`src/rtl/decode_out_buffer.sv`:
```
// rtl/decode_out_buffer.sv - DEPTH-entry decode-to-execute FIFO with valid/ready, flush and occupancy.
// Optional zero-latency empty-buffer bypass enabled by defining DECODE_OUT_BYPASS_EN.
module decode_out_buffer #(
  parameter int IR_W       = 16,
  parameter int NPC_W      = 16,
  parameter int E_CTRL_W   = 6,
  parameter int MEM_CTRL_W = 1,
  parameter int W_CTRL_W   = 2,
  parameter int DEPTH      = 2,
  parameter int CNT_W      = $clog2(DEPTH + 1)
) (
  input  logic                  clock,
  input  logic                  reset,
  input  logic                  in_valid,
  output logic                  in_ready,
  input  logic [IR_W-1:0]       in_ir,
  input  logic [NPC_W-1:0]      in_npc,
  input  logic [E_CTRL_W-1:0]   in_e_control,
  input  logic [MEM_CTRL_W-1:0] in_mem_control,
  input  logic [W_CTRL_W-1:0]   in_w_control,
  input  logic                  flush,
  output logic                  out_valid,
  input  logic                  out_ready,
  output logic [IR_W-1:0]       IR,
  output logic [E_CTRL_W-1:0]   E_Control,
  output logic [NPC_W-1:0]      npc_out,
  output logic [MEM_CTRL_W-1:0] Mem_Control,
  output logic [W_CTRL_W-1:0]   W_Control,
  output logic [CNT_W-1:0]      count,
  output logic                  drop_err
);

  localparam int BUN_W = IR_W + NPC_W + E_CTRL_W + MEM_CTRL_W + W_CTRL_W;
  localparam int PTR_W = (DEPTH > 1) ? $clog2(DEPTH) : 1;
  localparam logic [PTR_W-1:0] LAST_PTR = PTR_W'(DEPTH - 1);
  localparam logic [CNT_W-1:0] FULL_CNT = CNT_W'(DEPTH);

  logic [BUN_W-1:0] mem [DEPTH];
  logic [PTR_W-1:0] wr_ptr;
  logic [PTR_W-1:0] rd_ptr;
  logic [BUN_W-1:0] in_bundle;
  logic [BUN_W-1:0] head;
  logic             bypass;
  logic             push;
  logic             pop;
  logic             store;
  logic             retire;

  function automatic logic [PTR_W-1:0] next_ptr(input logic [PTR_W-1:0] p);
    return (p == LAST_PTR) ? '0 : p + PTR_W'(1);
  endfunction

  assign in_bundle = {in_ir, in_npc, in_e_control, in_mem_control, in_w_control};

  // Ready never looks at out_ready, so a full buffer cannot accept on the pop cycle.
  assign in_ready = (count < FULL_CNT) && !flush && !reset;

`ifdef DECODE_OUT_BYPASS_EN
  assign bypass = (count == '0) && in_valid && !flush && !reset;
  assign head   = bypass ? in_bundle : mem[rd_ptr];
`else
  assign bypass = 1'b0;
  assign head   = mem[rd_ptr];
`endif

  assign out_valid = (count != '0) || bypass;
  assign {IR, npc_out, E_Control, Mem_Control, W_Control} = out_valid ? head : '0;

  assign push   = in_valid && in_ready;
  assign pop    = out_valid && out_ready && !flush && !reset;
  // A bypassed bundle consumed in the same cycle never touches storage.
  assign store  = push && !(bypass && out_ready);
  assign retire = pop && !bypass;

  always_ff @(posedge clock) begin
    if (store) begin
      mem[wr_ptr] <= in_bundle;
    end
  end

  always_ff @(posedge clock) begin
    if (reset) begin
      wr_ptr   <= '0;
      rd_ptr   <= '0;
      count    <= '0;
      drop_err <= 1'b0;
    end else if (flush) begin
      wr_ptr   <= '0;
      rd_ptr   <= '0;
      count    <= '0;
      drop_err <= in_valid;
    end else begin
      drop_err <= 1'b0;
      if (store) begin
        wr_ptr <= next_ptr(wr_ptr);
      end
      if (retire) begin
        rd_ptr <= next_ptr(rd_ptr);
      end
      case ({store, retire})
        2'b10:   count <= count + CNT_W'(1);
        2'b01:   count <= count - CNT_W'(1);
        default: count <= count;
      endcase
    end
  end

`ifndef SYNTHESIS
  // A stalled head must not change under execute.
  assert property (@(posedge clock) disable iff (reset)
    (out_valid && !out_ready && !flush) |=>
      (out_valid && $stable({IR, npc_out, E_Control, Mem_Control, W_Control})));
`endif

endmodule

```
`config.mk`:
```
export PLATFORM = sky130hd
export DESIGN_NAME = decode_out_buffer
export DESIGN_NICKNAME = d
export VERILOG_FILES = /design/src/rtl/decode_out_buffer.sv
export SDC_FILE = /design/constraint.sdc
export NUM_CORES = 1
export LEC_CHECK = 0
export BUFFER_PORTS_ARGS = -buffer_cell sky130_fd_sc_hd__buf_2
export CAP_MARGIN = 15
export CORE_MARGIN = 2
export CORE_UTILIZATION = 35
export CTS_CLUSTER_DIAMETER = 60
export DETAILED_ROUTE_END_ITERATION = 10
export PLACE_DENSITY_LB_ADDON = 0.1
export REMOVE_ABC_BUFFERS = 1
export SYNTH_ARGS = -nofsm -noshare
export SYNTH_HDL_FRONTEND = slang
export SYNTH_SLANG_ARGS = --single-unit
```
`constraint.sdc`:
```
create_clock -name clock -period 3.3 [get_ports clock]
set_input_delay 0.66 -clock clock [delete_from_list [all_inputs] [get_ports clock]]
set_output_delay 0.66 -clock clock [all_outputs]
set_load 0.05 [all_outputs]
```
==> impl_metrics.toml, run 1 <==
[clock_network]
cts_buffer_depth = 2
cts_inserted_buffers = 9
clock_latency_ns = 0.35
cts_sinks = 88
htreeDepth = 3
cts_resized = 0
clock-root-buffer = "clkbuf_8"
tritoncts = "done"
cts_hold_buf = 0
post_cts_buffers = 0
clk_pin_slew_ns = 0.09

[global_route]
grt_util_all_layers_pct = 12.1
grt_start_max_net_pins = 43
gr-total-overflow = 0
grt_pass1_vias = 1850
antenna_found_initial = 0
grt_pass1_wl_um = 9130

[floorplanning]
rows = 35
core_area_um2 = 9240
initial_core_util_pct = 36.2
die_w_um = 102
ios = 92
die_y_um = 102
dieArea_um2 = 10300

[cells_and_area]
syn_to_final_growth_pct = 25.1
mostFrequentLayoutCell = "buf_2"
layout_common_cells = "buf_2 (91), edfxtp_1 (82), nor2_1 (42)"
stdcell_count = 434
drive_above_1_share_pct = 37.7
multiInputGateArea_um2 = 718
fillers = 861
antenna-diode-count = 0
seqCellArea_um2 = 2580
layout.nets = 347

[placement]
io_buffers = 91
post-dp-hpwl_um = 3850
gp_congestion = 0.681
dp.cells = 418

[timing]
hold_violations = 0
rsz0062_at_grt = "no"
setup_viol = 0
max_freq_mhz = 407
tns_ns = 0
slew_headroom_pct = 62.5
skew_ns = 0.00663
min_period_ns = 2.45
tightest_slew_ns = 0.563
report.final.slew_viol_count = 0
finalCritPeriodShare_pct = 74.4

[critical_path]
critical_path_class = "reg -> out"
crit_fanout = 16
required_ns = 2.64
cp-end-kind = "output pin"
cp.arrival_ns = 1.79
start_kind = "register"

[power]
ir_worst_vdd_v = 0.000184
power.leakage_nw = 1.54
power_density_nw_per_um2 = 499

[yosys]
synthCells = 204
yosys_warnings = 0
syn_area_per_cell_um2 = 16.4
synth_cell_types = 18
syn_area_um2 = 3340
ys_ff_latch = 88
synth.yosys.seq_area_share_pct = 77.3

[routing]
first_pass_iters = 4
routed_wl_um = 6070
ant_nets = 0
vias_per_cell = 4.40
num_vias = 1908
initialDrtViolationCount = 33
drc = 0
post_drt_wl_per_cell_um = 14.0

[outcome]
outcome = "finished clean"

[run]
drv_cap = 0

[worst_hold_path]
min_path_type = "in -> reg"
Yosys cell counts, drive strengths merged:
cell     n  area [um2]
xor2     2        17.5
clkbuf   2        7.51
buf      9        45.0
inv      1        3.75
nand2    1        3.75
a21boi   1        7.51
nor2    44         165
and3b    1        8.76
edfxtp  82        2460
nor2b    1        6.26
and3     1        6.26
mux2i   41         410
nor3     6        30.0
dfxtp    6         120
o21ai    2        10.0
xnor2    2        17.5
ha       1        12.5
or3      1        6.26
logic make-up after synthesis:
kind of cell               synth area share, %
xor gates and xnor gates                  1.05
buffers and inverters                     1.69
and+or+nand+nor                           6.78
AOI/OAI and AO/OA                        0.524
muxes                                     12.3
adders and majority gates                0.374
DFF                                       77.3
final cells by class:
| class | count | area share (%) |
|---|---|---|
| Timing Repair Buffer | 96 | 12.4 |
| Tap cell | 129 | 3.86 |
| Clock inverter | 7 | 1.71 |
| Inverter | 1 | 0.0898 |
| Sequential cell | 88 | 61.8 |
| Clock buffer | 9 | 2.96 |
| Multi-Input combinational cell | 104 | 17.2 |
critical path, cell delays in order (launching register included):
cell and delay (ns):
dfxtp_2 0.66, buf_4 0.29, mux2i_1 0.20, nor2_1 0.06, buf_2 0.23
per-layer routing:
| layer | vias to the layer above | track usage [%] | share of wire [%] |
|---|---|---|---|
| met2 | 52 | 19.9 | 49 |
| met4 | 0 | 6.24 | 1.8 |
| met3 | 10 | 3.93 | 5.8 |
| met1 | 905 | 14.1 | 43 |
| li1 | 941 | - | - |
| met5 | - | 0 | 0 |
flip-flops by register name, indices dropped and copies added (netlist names), named ones only:
signal	cells
count	2
drop_err	1
mem	82
rd_ptr	1
wr_ptr	1
power by group:
group	internal (mW)	switching, mW
Clock	0.350	0.372
Sequential	1.24	0.00608
Combinational	0.0389	0.0775
Total	1.63	0.456
through the flow:
| stage | hold slack [ns] | area [um2] | utilization (%) | setup WS (ns) | power (mW) |
|---|---|---|---|---|---|
| after floorplan | 0.520 | 3290 | - | 0.111 | 1.34 |
| after global placement | 0.558 | 3990 | 43.1 | 1.18 | 1.39 |
| after detailed placement | 0.552 | 3990 | 43.1 | 1.18 | 1.39 |
| after CTS | 0.468 | 4180 | 45.2 | 0.783 | 2.11 |
| after global routing | 0.461 | 4180 | 45.2 | 0.700 | 2.17 |
| final | 0.490 | 4180 | 45.2 | 0.846 | 2.08 |
path summary, 6_finish.rpt:
kind / start / to / slack, ns / cells past startpoint
worst max-delay path: register / E_Control[0] / 0.85 / 4
worst min-delay path: in_mem_control / mem[0][2]$_DFFE_PP_ / 0.49 / 1
worst max register to register: count[1]$_SDFFE_PP0P_ / mem[0][16]$_DFFE_PP_ / 1.57 / 4
worst min register to register: rd_ptr$_SDFFE_PP0P_ / rd_ptr$_SDFFE_PP0P_ / 0.57 / 2
(Power assumes the default switching activity.)
==> inputs of run 2 (changes only) <==
Clock period 3.3 ns to 2 ns, I/O delays scaled along.
==> impl_metrics.toml, run 2 (same netlist as run 1, synthesis figures left out) <==
[outcome]
outcome = "finished clean"

[placement]
gp_congestion = 0.742
post-dp-hpwl_um = 4060
preCtsSetupSlack_ns = 0.220
io_buffers = 91

[timing]
finalCritPeriodShare_pct = 93.5
max_freq_mhz = 535
tightest_slew_ns = 0.320
report.final.slew_viol_count = 0
rsz0062_at_grt = "no"
slew_headroom_pct = 78.6
hold_violations = 0
setup_viol = 0
skew_ns = 0.00621
layout_setup_ws_ns = 0.130
min_period_ns = 1.87

[global_route]
grt_start_max_net_pins = 38
grt_pass1_wl_um = 9520
gr-total-overflow = 0
grt_util_all_layers_pct = 12.4
grt_pass1_vias = 1984
antenna_found_initial = 0

[clock_network]
clk_pin_slew_ns = 0.08
post_cts_buffers = 0
cts_buffer_depth = 2
cts_inserted_buffers = 9
clock-root-buffer = "clkbuf_8"
tritoncts = "done"
cts_sinks = 88
clock_latency_ns = 0.34
cts_hold_buf = 0
cts_resized = 0
htreeDepth = 3

[cells_and_area]
syn_to_final_growth_pct = 27.0
largest_reg_flops = 82
antenna-diode-count = 0
layout_common_cells = "buf_2 (89), edfxtp_1 (82), nor2_1 (42)"
drive_above_1_share_pct = 38.1
mostFrequentLayoutCell = "buf_2"
layout.nets = 349
top_register = "mem"
biggestRegsByFlops = "mem: 82 flops, count: 2 flops"

[routing]
drc = 0
initialDrtViolationCount = 45
ant_nets = 0
num_vias = 1930
first_pass_iters = 4
routed_wl_um = 6070
post_drt_wl_per_cell_um = 13.9
vias_per_cell = 4.43

[floorplanning]
core_area_um2 = 9240
dieArea_um2 = 10300
initial_core_util_pct = 36.2
die_y_um = 102
rows = 35
die_w_um = 102
ios = 92

[critical_path]
critical_path_class = "reg -> out"
required_ns = 1.60
slowest_stage = "dfxtp_2"
start_kind = "register"
crit_buf_inv = 2
slowest_delay_ns = 0.37
cp.arrival_ns = 1.47
crit_fanout = 24
path_delay_family = "buffers and inverters"
crit_chain = "buf_12 -> mux2i_1 -> nor2_1 -> buf_2"
cp-end-kind = "output pin"

[power]
seqPwrFrac_pct = 60.3
power_switching_uw = 716
ir_worst_vdd_v = 0.000399
power_density_nw_per_um2 = 804
p_int_mw = 2.69
combPwrFrac_pct = 5.9
p_sw_share_pct = 21.0
power.total_mw = 3.41
power.leakage_nw = 1.56
clkPwrFrac_pct = 33.8

[worst_hold_path]
min_path_type = "in -> reg"

[run]
drv_cap = 0
## run 2: final timing paths
| path | from | to | slack, ns | cells after the start |
|---|---|---|---|---|
| max | register | npc_out[6] | 0.13 | 4 |
| min | in_ir[8] | mem[0][33]$_DFFE_PP_ | 0.24 | 1 |
| max reg2reg | count[1]$_SDFFE_PP0P_ | count[1]$_SDFFE_PP0P_ | 0.33 | 5 |
| min reg2reg | count[1]$_SDFFE_PP0P_ | count[1]$_SDFFE_PP0P_ | 0.54 | 2 |
## run 2: cell type report
type | instances | area, um2
clock inverter | 5 | 57.6
tap | 129 | 161
sequential | 88 | 2590
timing repair buffer | 98 | 583
multi-input combinational | 104 | 718
fill | 863 | 5000
inverter | 1 | 3.75
clock buffer | 11 | 131
## run 2: power groups by stage
stage / logic [mW] / clock network, mW / registers, mW
after detailed placement: 0.205 / 0 / 2.10
final: 0.203 / 1.15 / 2.06
after global routing: 0.222 / 1.28 / 2.06
after global placement: 0.202 / 0 / 2.10
after CTS: 0.206 / 1.20 / 2.06
after floorplan: 0.0979 / 0 / 2.10
## run 2: layer usage
layer | up-vias | share of wire (%) | track usage, %
met2 | 50 | 51 | 20.7
met1 | 929 | 43 | 15.0
li1 | 942 | - | -
met3 | 9 | 4.8 | 3.04
met4 | 0 | 1.4 | 5.93
met5 | - | 0 | 0
## run 2: worst register-to-register path, stage by stage, from the launching register on
cell	delay, ns
dfxtp_2	0.37
nor2b_1	0.22
nand2_1	0.15
ha_1	0.36
or3_1	0.36
a21boi_1	0.14
## run 2: stage by stage
stage / hold slack (ns) / area [um2] / util [%] / instances / TNS (ns)
2_1_floorplan: 0.477 / 3290 / - / 193 / -90.58
3_3_place_gp: 0.577 / 4040 / 43.7 / 420 / 0
3_5_place_dp: 0.584 / 4040 / 43.7 / 420 / 0
4_1_cts: 0.221 / 4230 / 45.7 / 436 / 0
5_1_grt: 0.216 / 4240 / 45.9 / 436 / 0
6_report: 0.244 / 4240 / 45.9 / 436 / 0
==> inputs of run 3 (changes only) <==
Settings changed: CORE_UTILIZATION 35 to 41.
==> impl_metrics.toml, run 3 (same netlist as run 1, synthesis figures left out) <==
[cells_and_area]
layout_common_cells = "buf_2 (91), edfxtp_1 (82), nor2_1 (42)"
layout.nets = 350
top_register = "mem"
drive_above_1_share_pct = 38.1
mostFrequentLayoutCell = "buf_2"
fillers = 674
largest_reg_flops = 82
fin_area_um2 = 4200
antenna-diode-count = 0
syn_to_final_growth_pct = 25.6
biggestRegsByFlops = "mem: 82 flops, count: 2 flops"

[placement]
gp_congestion = 0.684
post_dp_cell_area_um2 = 4020
io_buffers = 91
post-dp-hpwl_um = 3920

[routing]
routed_wl_um = 6200
post_drt_wl_per_cell_um = 15.2
vias_per_cell = 4.74
first_pass_iters = 4
drc = 0
num_vias = 1939
ant_nets = 0
initialDrtViolationCount = 108

[clock_network]
clock-root-buffer = "clkbuf_8"
post_cts_buffers = 0
htreeDepth = 3
clock_latency_ns = 0.34
clk_pin_slew_ns = 0.08
cts_inserted_buffers = 9
tritoncts = "done"
cts_sinks = 88
cts_buffer_depth = 2

[timing]
holdWs_ns = 0.242
finalCritPeriodShare_pct = 93.8
rsz0062_at_grt = "no"
hold_violations = 0
slew_headroom_pct = 79.5
skew_ns = 0.00638
min_period_ns = 1.88
setup_viol = 0
tightest_slew_ns = 0.307
max_freq_mhz = 533
report.final.slew_viol_count = 0
tns_ns = 0

[floorplanning]
dieArea_um2 = 8890
die_w_um = 94.3
initial_core_util_pct = 42.8
rows = 32
die_y_um = 94.3
core_area_um2 = 7810
ios = 92

[critical_path]
crit_fanout = 21
critical_path_class = "reg -> out"
start_kind = "register"
slowest_stage = "dfxtp_2"
slowest_delay_ns = 0.39
crit_chain = "buf_12 -> mux2i_1 -> nor2_1 -> buf_2"
required_ns = 1.60
cp.arrival_ns = 1.48
cp-end-kind = "output pin"

[power]
power.total_mw = 3.26
ir_worst_vdd_v = 0.000357
power_density_nw_per_um2 = 776
power.leakage_nw = 1.56

[global_route]
gr-total-overflow = 0
grt_util_all_layers_pct = 14.1
grt_pass1_vias = 1868
grt_start_max_net_pins = 42
grt_pass1_wl_um = 9160
antenna_found_initial = 1

[outcome]
outcome = "finished clean"

[run]
drv_cap = 0

[worst_hold_path]
min_path_type = "in -> reg"
run 3: timing repair:
item | 4_1_cts | 5_1_grt
setup endpoints to repair | 0 | 20
resized for setup | 0 | 2
hold buffers | 0 | 0
run 3: per-layer routing:
metal	GRT usage (%)	vias to the layer above	share of wire (%)
li1	-	949	-
met1	18.3	916	44
met2	21.8	64	47
met3	4.09	10	6.7
met4	6.88	0	1.9
met5	0	-	0
run 3: worst max-delay path, delay by kind of cell (launching register included):
| family | cells | cell delay (ns) |
|---|---|---|
| muxes | 1 | 0.24 |
| DFF | 1 | 0.39 |
| and+or+nand+nor | 1 | 0.07 |
| buffers and inverters | 2 | 0.43 |
run 3: path summary, 6_finish.rpt:
kind         slack, ns  cells past startpoint                     to                  start
min reg2reg       0.54                      2  count[1]$_SDFFE_PP0P_  count[1]$_SDFFE_PP0P_
max reg2reg       0.36                      5  count[1]$_SDFFE_PP0P_  count[1]$_SDFFE_PP0P_
max               0.12                      4                  IR[9]               register
min               0.24                      1   mem[1][30]$_DFFE_PP_               in_ir[5]
run 3: area by class of cell:
class | count | area (um2) | area share (%)
sequential | 88 | 2590 | 61.6
multi-input combinational | 104 | 718 | 17.1
timing repair buffer | 99 | 608 | 14.5
clock buffer | 10 | 128 | 3.04
tap | 102 | 128 | 3.04
clock inverter | 5 | 25.0 | 0.596
inverter | 1 | 3.75 | 0.0894
run 3: stage by stage:
step                worst slack (ns)  std cells  util [%]
floorplan                      -1.03        193         -
global placement               0.277        393      51.4
detailed placement             0.227        393      51.4
CTS                           0.0369        408      53.4
global route                 0.00749        409      53.8
finish                         0.123        409      53.8
run 3: report_power, final:
group / switching, mW / internal (mW)
Clock: 0.563 / 0.432
Combinational: 0.132 / 0.0728
Sequential: 0.00965 / 2.05
